**src/rtl/mem_port_arbiter.sv**
```systemverilog
// mem_port_arbiter
//   Shares one memory/cache port between an instruction-fetch requester (i_*)
//   and a load/store requester (d_*). One access is in flight at a time. The
//   arbiter waits out m_busy, returns read data with a one-cycle done pulse,
//   and raises a sticky err if the memory stays busy past TIMEOUT cycles.
//
//   Optional feature macro: ARB_ROUND_ROBIN_EN
//     defined   : simultaneous requests go to the port that did not win last
//     undefined : fixed priority, data requester wins over fetch
//
// Parameters
//   NBITS    address/data width
//   TIMEOUT  max WAIT cycles with m_busy high before abort (>= 1)
//
// Ports
//   clock, reset (async, active-low)
//   i_req/i_addr -> i_gnt/i_done/i_rdata            fetch requester
//   d_req/d_we/d_addr/d_wdata -> d_gnt/d_done/d_rdata load/store requester
//   m_addr/m_wdata/m_re/m_we -> memory, m_busy/m_rdata <- memory
//   err  sticky timeout flag, cleared only by reset
module mem_port_arbiter #(
  parameter int unsigned NBITS   = 8,
  parameter int unsigned TIMEOUT = 15
) (
  input  logic             clock,
  input  logic             reset,
  input  logic             i_req,
  input  logic [NBITS-1:0] i_addr,
  output logic             i_gnt,
  output logic             i_done,
  output logic [NBITS-1:0] i_rdata,
  input  logic             d_req,
  input  logic             d_we,
  input  logic [NBITS-1:0] d_addr,
  input  logic [NBITS-1:0] d_wdata,
  output logic             d_gnt,
  output logic             d_done,
  output logic [NBITS-1:0] d_rdata,
  output logic [NBITS-1:0] m_addr,
  output logic [NBITS-1:0] m_wdata,
  output logic             m_re,
  output logic             m_we,
  input  logic             m_busy,
  input  logic [NBITS-1:0] m_rdata,
  output logic             err
);

  localparam int unsigned CW = $clog2(TIMEOUT + 1);
  localparam logic [CW-1:0] CNT_MAX = CW'(TIMEOUT);

  typedef enum logic [1:0] {IDLE, ISSUE, WAIT, DONE} state_t;
  typedef enum logic {OWN_I, OWN_D} owner_t;

  state_t           state_q, state_d;
  owner_t           owner_q, last_q, win;
  logic             grant_any;
  logic             rd_ok;
  logic             rd_to;
  logic             we_q;
  logic [NBITS-1:0] addr_q, wdata_q;
  logic [NBITS-1:0] i_rdata_q, d_rdata_q;
  logic [CW-1:0]    cnt_q;
  logic             err_q;
  owner_t           both_win;

`ifdef ARB_ROUND_ROBIN_EN
  assign both_win = (last_q == OWN_I) ? OWN_D : OWN_I;
`else
  // last is still tracked in fixed-priority mode but never consulted.
  logic last_unused;
  assign last_unused = last_q;
  assign both_win    = OWN_D;
`endif

  always_comb begin
    state_d   = state_q;
    win       = OWN_I;
    grant_any = 1'b0;
    rd_ok     = 1'b0;
    rd_to     = 1'b0;
    case (state_q)
      IDLE: begin
        if (i_req || d_req) begin
          grant_any = 1'b1;
          state_d   = ISSUE;
          if (i_req && d_req) win = both_win;
          else                win = d_req ? OWN_D : OWN_I;
        end
      end
      ISSUE: state_d = WAIT;
      WAIT: begin
        // busy-low completion takes precedence over a coincident timeout
        if (!m_busy) begin
          rd_ok   = 1'b1;
          state_d = DONE;
        end else if (cnt_q == CNT_MAX) begin
          rd_to   = 1'b1;
          state_d = DONE;
        end
      end
      DONE:    state_d = IDLE;
      default: state_d = IDLE;
    endcase
  end

  always_ff @(posedge clock or negedge reset) begin
    if (!reset) begin
      state_q   <= IDLE;
      owner_q   <= OWN_I;
      last_q    <= OWN_D;
      we_q      <= 1'b0;
      addr_q    <= '0;
      wdata_q   <= '0;
      i_rdata_q <= '0;
      d_rdata_q <= '0;
      cnt_q     <= '0;
      err_q     <= 1'b0;
    end else begin
      state_q <= state_d;

      if (grant_any) begin
        owner_q <= win;
        if (win == OWN_D) begin
          addr_q  <= d_addr;
          wdata_q <= d_wdata;
          we_q    <= d_we;
        end else begin
          addr_q  <= i_addr;
          wdata_q <= '0;
          we_q    <= 1'b0;
        end
      end

      if (state_q == ISSUE) begin
        cnt_q <= '0;
      end else if (state_q == WAIT && m_busy && cnt_q != CNT_MAX) begin
        cnt_q <= cnt_q + 1'b1;
      end

      if (rd_ok && !we_q) begin
        if (owner_q == OWN_D) d_rdata_q <= m_rdata;
        else                  i_rdata_q <= m_rdata;
      end

      if (rd_to) begin
        err_q <= 1'b1;
        if (!we_q) begin
          if (owner_q == OWN_D) d_rdata_q <= '0;
          else                  i_rdata_q <= '0;
        end
      end

      if (state_q == DONE) last_q <= owner_q;
    end
  end

  // Strobes, grants and done decode straight from registered state so they
  // drop the moment reset asserts.
  assign m_re    = (state_q == ISSUE) && !we_q;
  assign m_we    = (state_q == ISSUE) &&  we_q;
  assign i_gnt   = (state_q != IDLE) && (owner_q == OWN_I);
  assign d_gnt   = (state_q != IDLE) && (owner_q == OWN_D);
  assign i_done  = (state_q == DONE) && (owner_q == OWN_I);
  assign d_done  = (state_q == DONE) && (owner_q == OWN_D);
  assign m_addr  = addr_q;
  assign m_wdata = wdata_q;
  assign i_rdata = i_rdata_q;
  assign d_rdata = d_rdata_q;
  assign err     = err_q;

endmodule

```
**config.mk**
```make
export PLATFORM = sky130hd
export DESIGN_NAME = mem_port_arbiter
export DESIGN_NICKNAME = d
export VERILOG_FILES = /design/src/rtl/mem_port_arbiter.sv
export SDC_FILE = /design/constraint.sdc
export NUM_CORES = 1
export LEC_CHECK = 0
export BUFFER_PORTS_ARGS = -buffer_cell sky130_fd_sc_hd__buf_2
export CORE_ASPECT_RATIO = 0.6
export CORE_MARGIN = 1.5
export CORE_UTILIZATION = 45
export CTS_CLUSTER_SIZE = 24
export DETAILED_ROUTE_END_ITERATION = 12
export PLACE_DENSITY = 0.85
export SETUP_SLACK_MARGIN = 0.02
export SYNTH_ARGS = -nofsm -noshare
export SYNTH_HDL_FRONTEND = slang
export SYNTH_SLANG_ARGS = --single-unit
```
**constraint.sdc**
```tcl
create_clock -name clock -period 1.96 [get_ports clock]
set_clock_uncertainty 0.1 [all_clocks]
set_input_delay 0.392 -clock clock [delete_from_list [all_inputs] [get_ports clock]]
set_output_delay 0.392 -clock clock [all_outputs]
set_load 0.02 [all_outputs]
```
Word level (Yosys, flattened, before mapping)
Cells that the tools add are included.
{ "op_classes": {"n_addsub": 1, "eq_ne": 7, "n_mux": 30, "bitwise": 1, "reduce_logical": 16} }
{ "op_table": {"columns": ["operator", "count"], "rows": [
  ["$mux 8", 12],
  ["$mux 1", 12],
  ["$logic_and 1x1->1", 10],
  ["$mux 4", 2],
  ["$pmux 2 s4", 1],
  ["$mux 2", 3],
  ["$add 4x1->4 const B", 1],
  ["$eq 2x2->1 const B", 2],
  ["$eq 4x4->1 const B", 1],
  ["$ne 4x4->1 const B", 1],
  ["$reduce_bool 2->1", 2],
  ["$ne 3x3->1 const B", 1],
  ["$eq 2x1->1 const B", 1],
  ["$logic_not 2->1", 1],
  ["$ne 2x2->1 const B", 1],
  ["$reduce_and 2->1", 1],
  ["$logic_not 1->1", 1],
  ["$logic_or 1x1->1", 1],
  ["$not 1->1", 1]
]} }
{ "word_totals": {"regBits": 41, "inputBits": 38, "out_inout_bits": 39} }

Logic depth before layout (Yosys ltp)
Gate-level depths: netlist (run 1).
{ "depth": {"ltp_word": 7, "ltp_mapped": 7, "ltp_nobuf": 5} }

Least setup slack after synthesis (run 1)
OpenSTA, ideal clock, no wires.
{ "synth_timing": {"path_type": "register to output", "from": "register state_q[0]", "to": "output port d_gnt", "t_arrival_ps": 1245, "path_slack_ps": 223, "stages_incl_launch_ff": 6, "path_buffers": 2, "cell_sequence": "dfrtp_1 -> inv_1 -> ha_1 -> buf_2 -> buf_2 -> nor2b_1"} }
{ "synth_via": {"elab_chain_len": 2} }
{ "synth_lines": {"columns": ["item", "line", "rtl"], "rows": [
  ["from (decl)", "54", "state_t state_q, state_d;"],
  ["from (signal assigned)", "119", "state_q <= state_d;"],
  ["$reduce_bool 2->1", "162", "assign d_gnt = (state_q != IDLE) && (owner_q == OWN_D);"],
  ["$logic_and 1x1->1", "162", null],
  ["to (decl)", "36", "output logic d_gnt,"]
]} }
No other way between the ends.

Final worst setup path (run 1)
{ "layout_timing": {"from": "register state_q[0]", "to": "output port i_gnt"} }
{ "layout_via": {"elab_chain_len": 2} }
{ "layout_lines": {"columns": ["item", "line", "rtl"], "rows": [
  ["$reduce_bool 2->1", "161", "assign i_gnt = (state_q != IDLE) && (owner_q == OWN_I);"],
  ["$logic_and 1x1->1", "161", null],
  ["to (decl)", "29", "output logic i_gnt,"]
]} }
No other way between the ends.

==> results.md, run 1 <==
- Final hold slack: 217 ps
- Mapped Nets: 220
- Vias in the first global route: 1493
- Tcrit/Tclk final: 96.2%
- Die area: 0.00484 mm2
- Worst IR Drop VDD: 1.01 mV
- Largest net degree at the start of global routing: 26
- Worst Tran Pin Value: 522 ps
- Max incr delay on CP: 420 ps
- Final setup fails: 0
- Yosys top cell by area: dfrtp_1
- Critical path's slowest cell: dfrtp_1
- Global route overflow: 0
- Nets: 299
- Fin. Hold Viols: 0
- Fin crit period: 1890 ps
- Mapped Area: 0.00199 mm2
- Total Wirelength: 4350 um
- Clk slew on worst S/H paths: 80 ps
- Die Wd: 88.8 um
- Synth top area share: 51.6%
- Critical path fanouts, max: 11
- Rows: 18
- Worst path cell trace: inv_1 > ha_2 > nor2_1 > buf_2
- Ys flop type: dfrtp_1
- Final Max Tran Viols: 0
- Hold Crit Class: in2reg
- Area Growth Syn to Fin: 26.8%
- Max Root-Sink Buffers: 2
- Worst Setup Path Type: reg2out
- Synth top cells by count: dfrtp_1 (41), nand3b_1 (16), o21ai_0 (16)
- Count leader, synth: dfrtp_1
- Root buf cell: clkbuf_8
- CTS tree: done
- DRT antenna net count: 0
- Initial core utilization: 47.7%
- Avg Inst Size Synth: 11.2 um2
- Post-route setup TNS: 0 ps
- Critical Path RT: 1470 ps
- PD cells: 1630 mW/mm2
- Arrival time of the worst setup path: 1390 ps
- Max Freq: 0.530 GHz
- I/O Pins: 77
- Initial antenna violation count: 0
- Gr usage total: 19.7%
- Core ar.: 0.00417 mm2
- First-pass GRT wire length: 6840 um
- Post-synthesis sequential area ratio: 51.6%
- P_leak: 1.31 nW
- DRC: 0
- Routed WL per cell: 13.7 um
- DPL Wire Length: 3280 um
- CTS Sinks: 41
- Dpl cell area: 0.00241 mm2
- Synth top area cells: dfrtp_1 (52%), nand3b_1 (6.0%), o21ai_0 (4.0%)
- Ys Warns: 0
- Layout cells sized above 1: 39.7%
- Cell count after synthesis: 177
- Die Ht: 54.5 um
- Status: completed
- Ys async rst share: 100%
- Port Buf Inserts: 76
- Filler cell count: 360
- Initial DRC Count: 108
- Ant diodes: 0
- Final estimated routing congestion in global placement: 0.817
- Worst skew pair latency: 290 ps
- Postcts setup bufs: 0
- Max Cap Viol: 0
- Post-layout instance area: 0.00252 mm2
- #FFs+latches synth: 41
- Startpoint Class: flop
- Vias: 1608
- Bufs and invs on worst path: 2
- Rel. slew slack: 65.2%
- Crit end category: output pin
- Post-synth EDFFs: 0
- Unrepaired setup endpoints after global routing: true
- H-tree levels: 2
- Vias/cell: 5.07
- CTS buffer count: 5
- Synth unique cells: 37
- DRT Pass-1 Iters: 5
- Delay-heaviest family, CP: flip-flops
state kept, by name (all words and copies together), names as in the netlist:
name	count
state_q	2
m_addr	8
m_wdata	8
d_rdata	8
cnt_q	4
err	1
i_rdata	8
owner_q	1
we_q	1
power by group:
| group | switching [mW] | leakage [nW] | internal [mW] | total, mW |
|---|---|---|---|---|
| Clock | 0.298 | 0.0364 | 0.249 | 0.548 |
| Sequential | 0.280 | 0.510 | 1.24 | 1.52 |
| Combinational | 1.18 | 0.767 | 0.843 | 2.02 |
| Total | 1.76 | 1.31 | 2.34 | 4.10 |
kinds of logic after synthesis:
logic type	Yosys count	share of synthesized area, %
compound gates	61	21.8
fa+ha+maj	5	3.15
buf+inv	21	5.48
flops	41	51.6
mux	2	1.32
simple gates	47	16.6
cells in the final DEF (no fill, tap or decap), types with 2 or more instances in the layout:
master       n
a21o_1       8
nand2_1      5
nor2_1       3
dfrtp_1     41
and2_1       3
o22ai_1      8
nor3b_1      8
clkinvlp_4   3
o21ai_0     16
buf_4        5
ha_2         2
nand3b_1    16
inv_1       11
buf_2       76
a21oi_1     11
nor2b_1      3
ha_1         3
clkbuf_8     5
a22o_1       9
through the flow:
step	worst slack (ps)	total power [mW]	utilization [%]	cells
final	74.2	4.10	60.5	317
after floorplan	223	2.91	-	177
after global placement	314	3.48	57.9	308
after CTS	20.9	4.11	60.4	317
after global routing	-43.6	4.40	60.5	317
after detailed placement	201	3.54	57.9	308
area by class of cell:
type / count / area [um2] / share of cell area, %
flip-flops and latches: 41 / 1030 / 40.7
multi-input cells: 115 / 857 / 34.0
repair buffers: 82 / 428 / 17.0
well taps: 60 / 75.1 / 2.98
clock buffers: 5 / 68.8 / 2.73
inverters: 11 / 41.3 / 1.64
clock inverters: 3 / 22.5 / 0.894
layer usage:
layer	routed length [um]	up-vias	track usage, %
li1	-	794	-
met1	2160	773	27.3
met2	1940	36	28.9
met3	203	5	5.73
met4	45	0	8.33
met5	0	-	0
worst paths after layout:
check | startpoint | to | slack [ps] | depth (start not counted)
hold reg to reg | d_rdata[3]$_DFF_PN0_ | d_rdata[3]$_DFF_PN0_ | 370 | 1
max in group asynchronous | reset | m_addr[6]$_DFFE_PN0P_ | 720 | 3
hold / removal | d_wdata[3] | m_wdata[3]$_DFFE_PN0P_ | 220 | 2
setup reg to reg | state_q[0]$_DFFE_PN0P_ | state_q[1]$_DFFE_PN0P_ | 260 | 5
setup / recovery | state_q[0]$_DFFE_PN0P_ | i_gnt | 70 | 4
min in group asynchronous | reset | m_addr[1]$_DFFE_PN0P_ | 510 | 2
timing repair:
action,CTS,global route
hold endpoints to repair,23,0
endpoints found under the setup margin,2,4
hold buffers,1,0
gates resized for setup,1,1
Note: power is estimated with default switching activity, not from simulation.
==> run 2: changes to the inputs <==
--- a/config.mk
+++ b/config.mk
@@ -11,7 +11,7 @@
 export CORE_UTILIZATION = 45
 export CTS_CLUSTER_SIZE = 24
 export DETAILED_ROUTE_END_ITERATION = 12
-export PLACE_DENSITY = 0.85
+export PLACE_DENSITY = 0.75
 export SETUP_SLACK_MARGIN = 0.02
 export SYNTH_ARGS = -nofsm -noshare
 export SYNTH_HDL_FRONTEND = slang
==> results.md, run 2 (same netlist as run 1, synthesis figures left out) <==
- Filler cell count: 373
- Hold Path Depth: 2
- Worst Setup Path Type: reg2out
- DP Cell Count: 308
- Port Buf Inserts: 76
- Critical Path End: d_gnt
- DRT Pass-1 Iters: 5
- Fin. Hold Viols: 0
- Max Root-Sink Buffers: 2
- Final estimated routing congestion in global placement: 0.791
- Die Ht: 54.5 um
- Gr usage total: 19.5%
- Die Wd: 88.8 um
- Worst setup startpoint: state_q[0]$_DFFE_PN0P_
- Final setup fails: 0
- Root buf cell: clkbuf_8
- Worst r2r dst: state_q[1]$_DFFE_PN0P_
- Finished Layout Cells: 317
- Initial core utilization: 47.7%
- Post-Route Utilization: 61.7%
- Max Cap Viol: 0
- Nets: 299
- Bufs and invs on worst path: 2
- DPL Wire Length: 3270 um
- Area Growth Syn to Fin: 29.4%
- CTS tree: done
- Reg2reg path depth: 5
- Layout cells sized above 1: 39.7%
- Core ar.: 0.00417 mm2
- Postcts setup bufs: 0
- Max incr delay on CP: 450 ps
- Worst IR Drop VDD: 0.759 mV
- Final hold slack: 229 ps
- Critical path's slowest cell: dfrtp_1
- Critical R2R Launch: state_q[0]$_DFFE_PN0P_
- CTS buffer count: 5
- DRT antenna net count: 0
- Post-route setup TNS: 0 ps
- Vias/cell: 5.06
- Unrepaired setup endpoints after global routing: true
- Max Freq: 0.532 GHz
- Final Max Tran Viols: 0
- I/O Pins: 77
- Initial antenna violation count: 0
- Dpl ws: 285 ps
- Critical Path RT: 1470 ps
- Rel. slew slack: 72.0%
- Status: completed
- PD cells: 1690 mW/mm2
- Arrival time of the worst setup path: 1390 ps
- Dpl cell area: 0.00241 mm2
- Footprint of the multi-input gates: 867 um2
- Total Wirelength: 4360 um
- Fin crit period: 1880 ps
- Largest net degree at the start of global routing: 20
- Crit end category: output pin
- Worst Setup Slack, final: 78.8 ps
- Worst Tran Pin Value: 420 ps
- Area occupied by registers: 0.00103 mm2
- Worst path cell trace: inv_1 > ha_2 > nor2b_1 > buf_2
- Ant diodes: 0
- DRC: 0
- Vias in the first global route: 1501
- Routed WL per cell: 13.7 um
- Global route overflow: 0
- Most frequent cells in the layout: buf_2 (76), dfrtp_1 (41), nand3b_1 (16), o21ai_0 (16)
- Tcrit/Tclk final: 96.0%
- Post-layout instance area: 0.00257 mm2
- Rows: 18
- Delay-heaviest family, CP: flip-flops
- First-pass GRT wire length: 6960 um
- Worst skew pair latency: 280 ps
- R2R Setup Slk: 210 ps
- Initial DRC Count: 39
- WP depth: 4
- Critical path fanouts, max: 9
- Vias: 1604
- Clk slew on worst S/H paths: 70 ps
- Startpoint Class: flop
- Commonest non-fill, non-tap cell in the layout: buf_2
- H-tree levels: 2
- Die area: 0.00484 mm2
- Hold Crit Class: in2reg
- P_leak: 1.35 nW
- Power consumption: 4.34 mW
- CTS Sinks: 41
-- run 2: worst min-delay path by stage --
stage                                   endpoint        from
final                           we_q$_DFFE_PN0P_        d_we
after global routing      m_wdata[0]$_DFFE_PN0P_  d_wdata[0]
after CTS                       we_q$_DFFE_PN0P_        d_we
after detailed placement   m_addr[5]$_DFFE_PN0P_       reset
after global placement     m_addr[5]$_DFFE_PN0P_       reset
after floorplan             cnt_q[0]$_DFFE_PN0P_       reset
-- run 2: what timing repair did --
item | CTS | global route
endpoints found under the setup margin | 0 | 4
endpoints found under the hold margin | 17 | 0
hold buffers | 1 | 0
resized for setup | 0 | 3
-- run 2: where the power goes --
part           internal, mW  switching [mW]  total (mW)
registers              1.24           0.286        1.53
logic                 0.846            1.18        2.03
clock network         0.506           0.276       0.782
-- run 2: area by class of cell --
class | count | area share (%)
clock buffers | 5 | 2.68
clock inverters | 3 | 2.53
inverters | 11 | 1.61
multi-input cells | 115 | 33.7
flip-flops and latches | 41 | 39.9
well taps | 60 | 2.92
repair buffers | 82 | 16.6
-- run 2: routing by layer --
| metal | GRT usage (%) | share of wire (%) | wire length [um] |
|---|---|---|---|
| met4 | 6.25 | 0.87 | 38 |
| met5 | 0 | 0 | 0 |
| met2 | 29.8 | 45 | 1980 |
| met3 | 4.98 | 3.9 | 172 |
| met1 | 27.6 | 50 | 2170 |
